`src/rtl/dmem_pkg.sv`:
```
// dmem_pkg: shared state encoding, default depth and command record for the data memory arbiter
package dmem_pkg;
    localparam int DMEM_DEPTH_LOG2 = 4;
    localparam int CMD_AW = 16;
    localparam int CMD_DW = 16;
    typedef enum logic [1:0] {IDLE = 2'd0, ACCESS = 2'd1, DONE = 2'd2} state_t;
    typedef struct packed {
        logic              we;
        logic [CMD_AW-1:0] addr;
        logic [CMD_DW-1:0] wdata;
        logic              port;
    } cmd_t;
endpackage

```
`src/rtl/rr_pick2.sv`:
```
// rr_pick2: combinational 2-way round-robin picker
// ports: req[1:0] requests, last = previous winner, gnt one-hot grant, valid = any request
module rr_pick2 (
    input  logic [1:0] req,
    input  logic       last,
    output logic [1:0] gnt,
    output logic       valid
);
    always_comb begin
        valid = |req;
        gnt   = (req == 2'b11) ? (last ? 2'b01 : 2'b10) : req;
    end
endmodule

```
`src/rtl/data_mem_arbiter.sv`:
```
// data_mem_arbiter: round-robin serialiser of two req/ack ports onto the single-port data memory
// ports: clk, rst_n (sync, active low); req/we/addr0/addr1/wdata0/wdata1 from requesters;
//        ack/err/rdata/busy back to requesters; mem_addr/mem_wdata/mem_we/mem_re/mem_rdata to memory
module data_mem_arbiter
    import dmem_pkg::*;
#(
    parameter int AW         = CMD_AW,
    parameter int DW         = CMD_DW,
    parameter int DEPTH_LOG2 = DMEM_DEPTH_LOG2
) (
    input  logic          clk,
    input  logic          rst_n,
    input  logic [1:0]    req,
    input  logic [1:0]    we,
    input  logic [AW-1:0] addr0,
    input  logic [AW-1:0] addr1,
    input  logic [DW-1:0] wdata0,
    input  logic [DW-1:0] wdata1,
    output logic [1:0]    ack,
    output logic          err,
    output logic [DW-1:0] rdata,
    output logic          busy,
    output logic [AW-1:0] mem_addr,
    output logic [DW-1:0] mem_wdata,
    output logic          mem_we,
    output logic          mem_re,
    input  logic [DW-1:0] mem_rdata
);
    state_t     state;
    cmd_t       cmd;
    logic       last;
    logic       err_q;
    logic [1:0] gnt;
    logic       valid;
    logic       pick;
    logic       in_range;
    logic       in_access;

    rr_pick2 u_pick (.req(req), .last(last), .gnt(gnt), .valid(valid));

    always_comb begin
        pick      = gnt[1] & ~gnt[0];
        in_range  = (cmd.addr >> DEPTH_LOG2) == '0;
        in_access = state == ACCESS;
        mem_addr  = in_access ? cmd.addr : '0;
        mem_wdata = in_access ? cmd.wdata : '0;
        // gated by rst_n so a reset landing on ACCESS cannot commit the write
        mem_we    = rst_n & in_access & in_range & cmd.we;
        mem_re    = rst_n & in_access & in_range & ~cmd.we;
        ack       = (state == DONE) ? (cmd.port ? 2'b10 : 2'b01) : 2'b00;
        err       = (state == DONE) & err_q;
        busy      = state != IDLE;
    end

    always_ff @(posedge clk) begin
        if (!rst_n) begin
            state <= IDLE;
            cmd   <= '0;
            last  <= 1'b1;
            err_q <= 1'b0;
            rdata <= '0;
        end else begin
            case (state)
                IDLE: if (valid) begin
                    cmd   <= '{we: we[pick], addr: pick ? addr1 : addr0,
                               wdata: pick ? wdata1 : wdata0, port: pick};
                    last  <= pick;
                    state <= ACCESS;
                end
                ACCESS: begin
                    err_q <= ~in_range;
                    if (!in_range) rdata <= '0;
                    else if (!cmd.we) rdata <= mem_rdata;
                    state <= DONE;
                end
                default: state <= IDLE;
            endcase
        end
    end
endmodule
```
`config.mk`:
```
export PLATFORM = sky130hd
export DESIGN_NAME = data_mem_arbiter
export DESIGN_NICKNAME = d
export VERILOG_FILES = /design/src/rtl/dmem_pkg.sv /design/src/rtl/rr_pick2.sv /design/src/rtl/data_mem_arbiter.sv
export SDC_FILE = /design/constraint.sdc
export NUM_CORES = 1
export LEC_CHECK = 0
export CAP_MARGIN = 20
export CORE_MARGIN = 3
export CORE_UTILIZATION = 34
export CTS_CLUSTER_DIAMETER = 30
export DETAILED_ROUTE_END_ITERATION = 7
export GPL_ROUTABILITY_DRIVEN = 0
export GPL_TIMING_DRIVEN = 0
export PLACE_DENSITY = 0.76
export SETUP_SLACK_MARGIN = 0.02
export SYNTH_ARGS = -nofsm -noshare
export SYNTH_HDL_FRONTEND = slang
export SYNTH_SLANG_ARGS = --single-unit
```
`constraint.sdc`:
```
create_clock -name clk -period 1.9 [get_ports clk]
set_clock_uncertainty 0.05 [all_clocks]
set_input_delay 0.38 -clock clk [delete_from_list [all_inputs] [get_ports clk]]
set_output_delay 0.38 -clock clk [all_outputs]
set_load 0.03 [all_outputs]
```
Yosys cells after proc, flatten, opt, wreduce, memory -nomap -nowiden
Index checks and enable logic that the tools add are counted.
- input bits: 86
- bits in registers: 54
- muxes and demuxes: 14
- bitwise gates (word level): 9
- equal/unequal tests: 5
- reduce and logical (&&, ||, !) cells: 6
- order comparisons: 1
- operators with widths (operator ; number):
    16-bit 2-to-1 mux ; 6
    16-bit logical NOT ; 1
    2-bit 2-to-1 mux ; 5
    1-bit AND ; 6
    2-bit equality test (second input constant) ; 2
    2-bit one-hot mux with 2 select lines ; 1
    2-bit AND reduction ; 2
    1-bit inverter ; 3
    2-bit by 1-bit equality test with 1-bit output (second input constant) ; 1
    2-bit logical NOT ; 1
    1-bit by 2-bit less-than comparator with 1-bit output (second input constant) ; 1
    1-bit 2-to-1 mux ; 2
    2-bit by 1-bit != test with 1-bit output (second input constant) ; 1
    2-bit != test (second input constant) ; 1
    2-bit nonzero test ; 1
    2-bit OR reduction ; 1

Logic depth before layout (Yosys ltp)
Gate-level depths: netlist (run 1).
- depth in word-level cells: 6
- mapped depth: 6
- depth with buffers taken out: 4

By module
A second synthesis (run 1) with hierarchy kept.
- cell total of the unflattened synthesis: 255
- area, all modules: 2466.1 um2
- by module, submodules not included (module ; cells an instance ; times used ; area an instance (um2)):
    data_mem_arbiter ; 251 ; 1 ; 2441.1
    rr_pick2 ; 4 ; 1 ; 25.0

Worst setup path after synthesis (run 1)
Ideal clock, no wire load.
- path type: reg-to-output
- start point: register cmd[24] (netlist bit)
- end point: output port mem_re
- slack: -0.048 ns
- arrival time: 1.518 ns
- buffers on the path: 1
- stages on the path, launching flop included: 4
- cells stage by stage: dfxtp_1 or4_4 nor4b_4 buf_6
- cells in the longest elaborated chain, start to end: 3
- RTL lines (element ; RTL line ; RTL):
    start, declared ; data_mem_arbiter.sv:30 ; cmd_t cmd;
    start signal, assigned ; data_mem_arbiter.sv:65 ; cmd <= '{we: we[pick], addr: pick ? addr1 : addr0,
    16-bit logical NOT ; data_mem_arbiter.sv:43 ; in_range = (cmd.addr >> DEPTH_LOG2) == '0;
    1-bit AND (2 in series) ; data_mem_arbiter.sv:49 ; mem_re = rst_n & in_access & in_range & ~cmd.we;
    end, declared ; data_mem_arbiter.sv:26 ; output logic mem_re,
No other way between the ends.

Worst setup path in the final report (run 1)
- start point: register cmd[25] (netlist bit)
- end point: output port mem_re
The elaborated chain is that of the path after synthesis.

==> results of run 1 <==
==> synthesized netlist by cell type, drive strengths merged <==
cell and count:
dfxtp 54, o21ai 36, a21oi 35, and2 34, mux2i 33, a22o 16
clkbuf 16, buf 5, nor2 4, and3b 2, inv 2, nand2 2
nor4 2, a21boi 1, a22oi 1, and3 1, nor2b 1, nor3 1
nor3b 1, nor4b 1, o21a 1, o32ai 1, or4 1
==> cell type report <==
| class | instances | area [µm²] | share of cell area, % |
|---|---|---|---|
| plain buffers | 21 | 194 | 4.51 |
| clock buffers | 5 | 68.8 | 1.60 |
| clock inverters | 3 | 47.5 | 1.10 |
| inverters | 2 | 7.51 | 0.174 |
| multi-input cells | 174 | 1310 | 30.4 |
| flip-flops and latches | 54 | 1080 | 25.2 |
| well taps | 96 | 120 | 2.79 |
| repair buffers | 152 | 1470 | 34.3 |
==> power by group through the flow <==
stage | registers (W) | logic (W) | clock network [W]
after floorplan | 0.00129 | 0.000366 | 0
after global placement | 0.00130 | 0.000694 | 0
after detailed placement | 0.00130 | 0.000705 | 0
after CTS | 0.00128 | 0.000776 | 0.000815
after global routing | 0.00129 | 0.000873 | 0.000864
final | 0.00128 | 0.000807 | 0.000788
==> registers in the layout, summed over array words and instances (netlist names) <==
name	cells
state	2
last	1
cmd	34
rdata	16
err_q	1
==> cell families (layout without fill, tap and decap cells) <==
family	after synthesis	after routing	synth area share, %
multiplexers	33	33	13.7
AO/OA/AOI/OAI	91	91	23.5
flip-flops	54	54	44.9
buffers and inverters	23	183	4.26
AND/OR/NAND/NOR	50	50	13.6
==> repair_timing <==
| action | in CTS | in global routing |
|---|---|---|
| pin swaps | 6 | 4 |
| gates resized for setup | 249 | 42 |
| buffers inserted | 10 | 2 |
| cloned | 1 | 0 |
| setup endpoints to repair | 79 | 65 |
==> worst paths after layout <==
kind                          start                      to  slack, ns  depth (start not counted)
max            cmd[25]$_SDFFE_PN0P_                  mem_re      -0.33                          4
max reg2reg    cmd[25]$_SDFFE_PN0P_  rdata[10]$_SDFFE_PN0P_       0.03                          6
min          rdata[14]$_SDFFE_PN0P_  rdata[14]$_SDFFE_PN0P_       0.43                          1
min reg2reg  rdata[14]$_SDFFE_PN0P_  rdata[14]$_SDFFE_PN0P_       0.43                          1
==> per-layer routing <==
metal  wire, µm  vias up  part of all wire, %  global-route usage [%]
met2       3620       94                   49                    30.2
met5          0        -                    0                       0
met4        130        0                  1.8                    4.97
met1       3050     1130                   41                    21.8
li1           -     1216                    -                       -
met3        548       11                  7.5                    5.44
==> per-stage QoR <==
stage          area [µm²]  cells
2_1_floorplan        2410    251
3_3_place_gp         3920    486
3_5_place_dp         3920    486
4_1_cts              4170    505
5_1_grt              4300    507
6_report             4300    507
==> flow_metrics.env, run 1 <==
export IMPL_pin_count=140
export IMPL_firstDrtPassIters=4
export IMPL_setup_ws_ns=-0.328
export IMPL_fmax_ghz=0.449
export IMPL_min_period_ns=2.23
export IMPL_grt_usage_pct=17.8
export IMPL_syn_nets=337
export IMPL_report_final_slew_viol_count=0
export IMPL_slowest_stage="or4_4"
export IMPL_leakagePower_nw=1.79
export IMPL_dp_slack_ns=-0.903
export IMPL_antenna_found_initial=0
export IMPL_path_cells="or4_4 > nor4b_4 > buf_6 > buf_6"
export IMPL_vdd_drop_max_uv=412
export IMPL_path_buf_inv=2
export IMPL_start_util_pct=35.2
export IMPL_vias=2451
export IMPL_cts_clk_slew_worst_paths_ns=0.09
export IMPL_die_x_um=90.1
export IMPL_endpoint_kind="primary output"
export IMPL_power_density_nw_per_um2=669
export IMPL_area_growth_pct=78.8
export IMPL_die_y_um=90.1
export IMPL_dpl_hpwl_um=5450
export IMPL_drc=0
export IMPL_syn_avg_cell_area_um2=9.59
export IMPL_final_common_cell="clkdlybuf4s50_1"
export IMPL_root_buffer="clkbuf_8"
export IMPL_slew_headroom_pct=72.3
export IMPL_finalPower_w=0.00288
export IMPL_htreeDepth=2
export IMPL_ys_types=27
export IMPL_cp_arrival_ns=1.80
export IMPL_ys_warn_count=0
export IMPL_wirelength_um=7350
export IMPL_power_frac_seq_pct=44.5
export IMPL_violations="setup timing"
export IMPL_fp_dieArea_um2=8120
export IMPL_netlist_area_um2=2410
export IMPL_grt_setup_unrepaired="true"
export IMPL_place_port_buffers=139
export IMPL_num_antenna_cells=0
export IMPL_ys_ff_latch=54
export IMPL_setup_viol=2
export IMPL_status="complete, but fails checks"
export IMPL_synthTopCellsByArea="dfxtp_1 (45%), mux2i_1 (14%), and2_1 (8.6%)"
export IMPL_tightestPinTransition_ns=0.415
export IMPL_fp_row_count=30
export IMPL_p_sw_w=0.000814
export IMPL_postLayoutCoreUtil_pct=63.0
export IMPL_grt_pass1_wl_um=12000
export IMPL_numCtsBuffers=5
export IMPL_insertion_delay_ns=0.31
export IMPL_ctsHoldBuffers=0
export IMPL_maxCapViolCount=0
export IMPL_grt_ovfl_total=0
export IMPL_clockBufferDepth=2
export IMPL_final_nets=496
export IMPL_synth_top_area_share_pct=44.9
export IMPL_fin_tns_setup_ns=-0.574
export IMPL_hold_ws_ns=0.434
export IMPL_hold_path_class="flop to flop"
export IMPL_critPathLaunchType="flop"
export IMPL_first_global_vias=2521
export IMPL_routed_via_density=4.83
export IMPL_drive_gt1_share_pct=26.3
export IMPL_grt_max_degree=19
export IMPL_clock_sinks=54
export IMPL_cp_required_ns=1.47
export IMPL_n_fill_cell=584
export IMPL_power_share_clock_pct=27.4
export IMPL_core_um2=6830
export IMPL_seq_area_frac_synth_pct=44.9
export IMPL_wl_per_cell_um=14.5
export IMPL_antenna_left=0
export IMPL_crit_fanout=3
export IMPL_pwr_share_comb_pct=28.1
export IMPL_crit_type="flop to primary output"
export IMPL_syn_inst=251
export IMPL_timing_critical_path_mode_cell="buf_6"
export IMPL_switching_share_pct=28.3
export IMPL_initialDrtViolationCount=51
export IMPL_crit_family="simple AND/OR/NAND/NOR gates"
export IMPL_worst_path_largest_cell_delay_ns=0.56
export IMPL_finalCritPeriodShare_pct=117
export IMPL_cts_tree="done"
export IMPL_layout_common_cells="clkdlybuf4s50_1 (101), dfxtp_1 (51), o21ai_0 (36)"
export IMPL_netlist_top_cell_by_area="dfxtp_1"
export IMPL_hold_viol=0
export IMPL_internal_power_w=0.00206
Note: power is estimated with default switching activity, not from simulation.
==> inputs of run 2 (changes only) <==
- CORE_UTILIZATION: 34 -> 56
- DONT_BUFFER_PORTS: unset -> 1
- PLACE_DENSITY: 0.76 -> 0.74
- TNS_END_PERCENT: unset -> 100
==> run 2 against run 1 <==
  * Flip-flop and latch count stayed put
  * Critical path type unchanged
  * Core utilization increased by 9.7 points
  * Via count down 21%
  * The flow still finishes with violations (setup timing)
  * Register-to-register slack got worse by 0.04 ns
  * Design area decreased by 31%
  * Combinational power decreased by 28%
  * First-iteration DRC count up 120%
  * Clock power fell by 16%
  * Highest routed layer unchanged
  * Total power down 12%
==> flow_metrics.env, run 2 (same netlist as run 1, synthesis figures left out) <==
export IMPL_status="complete, but fails checks"
export IMPL_violations="setup timing"
export IMPL_wl_per_cell_um=19.2
export IMPL_path_cells="or4_4 > nor4b_4 > buf_6"
export IMPL_final_common_cell="dfxtp_1"
export IMPL_drive_gt1_share_pct=34.1
export IMPL_setup_ws_ns=-0.250
export IMPL_power_density_nw_per_um2=853
export IMPL_fp_row_count=23
export IMPL_tightestPinTransition_ns=0.557
export IMPL_maxCapViolCount=0
export IMPL_critical_path_depth=3
export IMPL_cp_arrival_ns=1.72
export IMPL_grt_pass1_wl_um=9140
export IMPL_hold_path_class="primary input to flop"
export IMPL_reg_top3="cmd: 34 flops, rdata: 16 flops, state: 2 flops"
export IMPL_crit_start="cmd[28]$_SDFFE_PN0P_"
export IMPL_wirelength_um=6190
export IMPL_drc=0
export IMPL_place_area_um2=2470
export IMPL_core_um2=4090
export IMPL_r2r_end="rdata[10]$_SDFFE_PN0P_"
export IMPL_vias=1948
export IMPL_first_global_vias=1841
export IMPL_crit_family="simple AND/OR/NAND/NOR gates"
export IMPL_grt_setup_unrepaired="true"
export IMPL_fp_dieArea_um2=5120
export IMPL_crit_type="flop to primary output"
export IMPL_antenna_left=0
export IMPL_min_period_ns=2.15
export IMPL_grt_max_degree=17
export IMPL_htreeDepth=2
export IMPL_insertion_delay_ns=0.30
export IMPL_largest_reg_flops=34
export IMPL_root_buffer="clkbuf_8"
export IMPL_vdd_drop_max_uv=483
export IMPL_routed_via_density=6.03
export IMPL_firstDrtPassIters=4
export IMPL_slew_headroom_pct=62.7
export IMPL_numCtsBuffers=5
export IMPL_path_buf_inv=1
export IMPL_n_fill_cell=327
export IMPL_place_port_buffers=0
export IMPL_cts_tree="done"
export IMPL_report_final_slew_viol_count=0
export IMPL_finalCritPeriodShare_pct=113
export IMPL_reg2reg_from="cmd[28]$_SDFFE_PN0P_"
export IMPL_endpoint_kind="primary output"
export IMPL_setup_viol=12
export IMPL_layout_common_cells="dfxtp_1 (51), o21ai_0 (36), a21oi_1 (35)"
export IMPL_finalPower_w=0.00253
export IMPL_postLayoutCoreUtil_pct=72.7
export IMPL_die_x_um=71.5
export IMPL_clockBufferDepth=2
export IMPL_antenna_found_initial=0
export IMPL_rrSetupSlack_ns=-0.01
export IMPL_area_growth_pct=23.5
export IMPL_pin_count=140
export IMPL_worst_path_largest_cell_delay_ns=0.56
export IMPL_grt_usage_pct=22.6
export IMPL_crit_fanout=5
export IMPL_crit_end="mem_re"
export IMPL_leakagePower_nw=1.25
export IMPL_dp_slack_ns=-0.202
export IMPL_final_nets=358
export IMPL_cp_required_ns=1.47
export IMPL_final_area_um2=2970
export IMPL_reg2reg_depth=6
export IMPL_hold_ws_ns=0.138
export IMPL_cts_clk_slew_worst_paths_ns=0.10
export IMPL_top_register="cmd"
export IMPL_dpl_hpwl_um=4220
export IMPL_clock_sinks=54
export IMPL_start_util_pct=58.9
export IMPL_grt_ovfl_total=0
export IMPL_fmax_ghz=0.465
export IMPL_critPathLaunchType="flop"
export IMPL_num_antenna_cells=0
export IMPL_die_y_um=71.5
export IMPL_hold_viol=0
export IMPL_initialDrtViolationCount=112
export IMPL_slowest_stage="or4_4"
run 2: cell count changes in the layout (fill, tap and decap cells not counted), sizes merged:
cell,delta
buf,-30
bufinv,-1
clkbuf,-4
clkdlybuf4s50,-101
clkinvlp,+1
dlygate4sd2,-2
inv,-1
run 2: cell type report:
cell class	count	area [µm²]	share of cell area, %
multi-input cells	174	1420	47.7
flip-flops and latches	54	1090	36.6
repair buffers	14	155	5.22
plain buffers	21	145	4.88
clock buffers	6	82.6	2.78
well taps	50	62.6	2.11
clock inverters	2	12.5	0.421
inverters	2	7.51	0.253
run 2: per-layer routing:
| metal | share of wire [%] | GRT usage (%) |
|---|---|---|
| met1 | 43 | 29.7 |
| met2 | 50 | 36.6 |
| met3 | 6.8 | 5.19 |
| met4 | 0.69 | 7.52 |
| met5 | 0 | 0 |
run 2: what timing repair did:
item / in CTS / in global routing
setup endpoints to repair: 70 / 60
hold buffers: 0 / 0
buffers inserted: 8 / 4
gates resized for setup: 76 / 40
cloned: 1 / 2
pin swaps: 6 / 6
run 2: metrics by stage:
step | TNS [ns] | cells
floorplan | -0.0478 | 251
global placement | -0.705 | 301
detailed placement | -0.688 | 301
CTS | -0.469 | 318
global route | -1.57 | 323
finish | -0.516 | 323
run 2: how the worst min path moves through the flow:
stage,depth (start not counted),startpoint,end,slack (ns)
3_3_place_gp,2,cmd[12]$_SDFFE_PN0P_,cmd[12]$_SDFFE_PN0P_,0.46
6_report,1,mem_rdata[13],rdata[13]$_SDFFE_PN0P_,0.14
3_5_place_dp,1,mem_rdata[5],rdata[5]$_SDFFE_PN0P_,0.47
5_1_grt,1,mem_rdata[6],rdata[6]$_SDFFE_PN0P_,0.13
4_1_cts,1,mem_rdata[0],rdata[0]$_SDFFE_PN0P_,0.15
2_1_floorplan,2,last$_SDFFE_PN1P_,last$_SDFFE_PN1P_,0.44
run 2: report_power, final:
part / leakage [nW] / internal [W] / switching, W
clock: 0.0472 / 0.000294 / 0.000366
sequential: 0.446 / 0.00123 / 0.0000684
combinational: 0.762 / 0.000248 / 0.000331
total: 1.25 / 0.00177 / 0.000765
run 2: worst reg2reg max path, delay by kind of cell, from the launching register on:
family / cells / cell delay, ns
simple gates: 1 / 0.56
compound gates: 2 / 0.50
buf+inv: 3 / 0.43
flops: 1 / 0.33
==> inputs of run 3 (changes only) <==
- ABC_AREA: unset -> 1
- CORE_UTILIZATION: 56 -> 57
- PLACE_DENSITY: 0.74 -> 0.75
- SLEW_MARGIN: unset -> 20
==> run 3 against run 2 <==
  * The run still ends with setup timing left
  * Count of clock-buffer cells in the layout decreased by 1
  * Wire length increased by 21%
  * Via count increased by 37%
  * Area after synthesis increased by 19%
  * Critical path type unchanged
  * Critical endpoint unchanged
  * Largest cell class unchanged
  * Highest routed layer unchanged
==> flow_metrics.env, run 3 <==
export IMPL_n_fill_cell=368
export IMPL_ys_ff_latch=54
export IMPL_report_final_slew_viol_count=0
export IMPL_setup_ws_ns=-0.0986
export IMPL_finalCritPeriodShare_pct=105
export IMPL_numCtsBuffers=5
export IMPL_grt_usage_pct=25.7
export IMPL_worst_path_largest_cell_delay_ns=0.41
export IMPL_syn_inst=400
export IMPL_hold_viol=0
export IMPL_insertion_delay_ns=0.31
export IMPL_grtUsageMet1_pct=30.7
export IMPL_place_area_um2=2960
export IMPL_num_antenna_cells=0
export IMPL_synth_edf_count=0
export IMPL_wl_per_cell_um=15.3
export IMPL_critPathLaunchType="flop"
export IMPL_leakagePower_nw=1.36
export IMPL_ctsHoldBuffers=0
export IMPL_antenna_found_initial=0
export IMPL_firstDrtPassIters=4
export IMPL_netlist_area_um2=2870
export IMPL_die_x_um=76.9
export IMPL_grt_util_met2_pct=45.0
export IMPL_synth_common_cells="nand2_1 (90), nor2_1 (56), dfxtp_1 (54), inv_1 (37), o21ai_1 (34)"
export IMPL_cp_required_ns=1.47
export IMPL_maxCapViolCount=0
export IMPL_hold_path_class="primary input to flop"
export IMPL_final_nets=505
export IMPL_fp_row_count=25
export IMPL_min_period_ns=2.00
export IMPL_syn_nets=486
export IMPL_area_growth_pct=21.5
export IMPL_die_y_um=76.9
export IMPL_dp_cells=467
export IMPL_reg_top3="cmd: 34 flops, rdata: 16 flops, state: 2 flops"
export IMPL_ys_types=24
export IMPL_antenna_left=0
export IMPL_grt_max_degree=17
export IMPL_cts_clk_slew_worst_paths_ns=0.10
export IMPL_synthFlopType="dfxtp_1"
export IMPL_path_cells="nor2_2 > nand2_2 > nor2_8 > buf_6 > nand2_4 > nor4_4"
export IMPL_initialDrtViolationCount=84
export IMPL_htreeDepth=2
export IMPL_core_um2=4790
export IMPL_layout_common_cells="nand2_1 (88), dfxtp_1 (48), o21ai_1 (34)"
export IMPL_drc=0
export IMPL_endpoint_kind="primary output"
export IMPL_seq_area_frac_synth_pct=37.7
export IMPL_multi_input_area_um2=1710
export IMPL_routed_via_density=5.48
export IMPL_syn_avg_cell_area_um2=7.17
export IMPL_yosysMostFrequentCell="nand2_1"
export IMPL_first_global_vias=2639
export IMPL_stdcell_count=487
export IMPL_grt_ovfl_total=0
export IMPL_slew_headroom_pct=58.9
export IMPL_drive_gt1_share_pct=31.7
export IMPL_slowest_stage="nor4_4"
export IMPL_final_seq_area_um2=1090
export IMPL_synth_async_reset_ratio_pct=0
export IMPL_tightestPinTransition_ns=0.614
export IMPL_vias=2668
export IMPL_place_port_buffers=0
export IMPL_postLayoutCoreUtil_pct=72.8
export IMPL_cp_arrival_ns=1.57
export IMPL_busiest_layer="met2"
export IMPL_final_common_cell="nand2_1"
export IMPL_synth_top_area_share_pct=37.7
export IMPL_root_buffer="clkbuf_8"
export IMPL_fp_dieArea_um2=5920
export IMPL_ys_warn_count=0
export IMPL_largest_reg_flops=34
export IMPL_grt_pass1_wl_um=12500
export IMPL_grt_setup_unrepaired="true"
export IMPL_status="complete, but fails checks"
export IMPL_clockBufferDepth=2
export IMPL_power_density_nw_per_um2=892
export IMPL_pin_count=140
export IMPL_start_util_pct=59.9
export IMPL_synthTopCellsByArea="dfxtp_1 (38%), nand2_1 (12%), nor2_1 (7.3%)"
export IMPL_fmax_ghz=0.500
export IMPL_cts_tree="done"
export IMPL_dpl_hpwl_um=5310
export IMPL_crit_type="flop to primary output"
export IMPL_netlist_top_cell_by_area="dfxtp_1"
export IMPL_grt_util_met3_pct=7.16
export IMPL_clock_sinks=54
export IMPL_crit_fanout=3
export IMPL_violations="setup timing"
export IMPL_vdd_drop_max_uv=553
export IMPL_setup_viol=2
export IMPL_top_register="cmd"
export IMPL_final_area_um2=3480
export IMPL_wirelength_um=7460
[run 3: logic make-up (layout without fill, tap and decap cells)]
family	after synthesis	count (layout)	share of synthesized area, %
and+or+nand+nor	192	192	31.9
AOI/OAI and AO/OA	85	85	18.4
buffers and inverters	69	89	12.0
DFF	54	54	37.7
[run 3: critical path: cells and delay by family (launching register included)]
family	cells	cell delay (ns)
buffers and inverters	1	0.11
and+or+nand+nor	5	0.81
DFF	1	0.35
[run 3: metal layers]
| metal | routed length (µm) | vias up |
|---|---|---|
| met2 | 3810 | 101 |
| met1 | 2960 | 1225 |
| li1 | - | 1331 |
| met3 | 561 | 11 |
| met5 | 0 | - |
| met4 | 123 | 0 |
[run 3: area by class of cell]
cell class | instances | share of cell area, %
Multi-Input combinational cell | 277 | 49.1
Sequential cell | 54 | 31.3
Buffer | 28 | 6.54
Inverter | 40 | 4.38
Timing Repair Buffer | 13 | 3.16
Tap cell | 67 | 2.41
Clock buffer | 5 | 1.98
Clock inverter | 3 | 1.15
[run 3: path summary, 6_finish.rpt]
check	start	end	slack, ns	depth (start not counted)
worst max-delay path	cmd[31]$_SDFFE_PN0P_	mem_re	-0.1	6
worst min-delay path	addr0[7]	cmd[24]$_SDFFE_PN0P_	0.17	2
worst max register to register	state[1]$_SDFFE_PN0P_	cmd[2]$_SDFFE_PN0P_	0.30	5
worst min register to register	cmd[0]$_SDFFE_PN0P_	cmd[0]$_SDFFE_PN0P_	0.44	2
[run 3: where the power goes]
part	internal [W]	switching (W)
Combinational	0.000345	0.000585
Clock	0.000389	0.000380
Sequential	0.00126	0.000147
Total	0.00199	0.00111
[run 3: timing repair]
item                       in CTS  in global routing
buffers inserted               11                  2
setup endpoints to repair      34                 25
gates resized for setup        94                 13
pin swaps                       9                  9
cloned                          0                  0
[run 3: through the flow]
stage | total power (W) | worst slack [ns] | TNS [ns] | hold slack (ns)
after global routing | 0.00327 | -0.164 | -0.260 | 0.163
final | 0.00310 | -0.0986 | -0.120 | 0.168
after floorplan | 0.00202 | 0.126 | 0 | 0.379
after CTS | 0.00308 | -0.200 | -0.383 | 0.166
after detailed placement | 0.00215 | -0.100 | -1.89 | 0.416
after global placement | 0.00213 | -0.0819 | -1.30 | 0.406
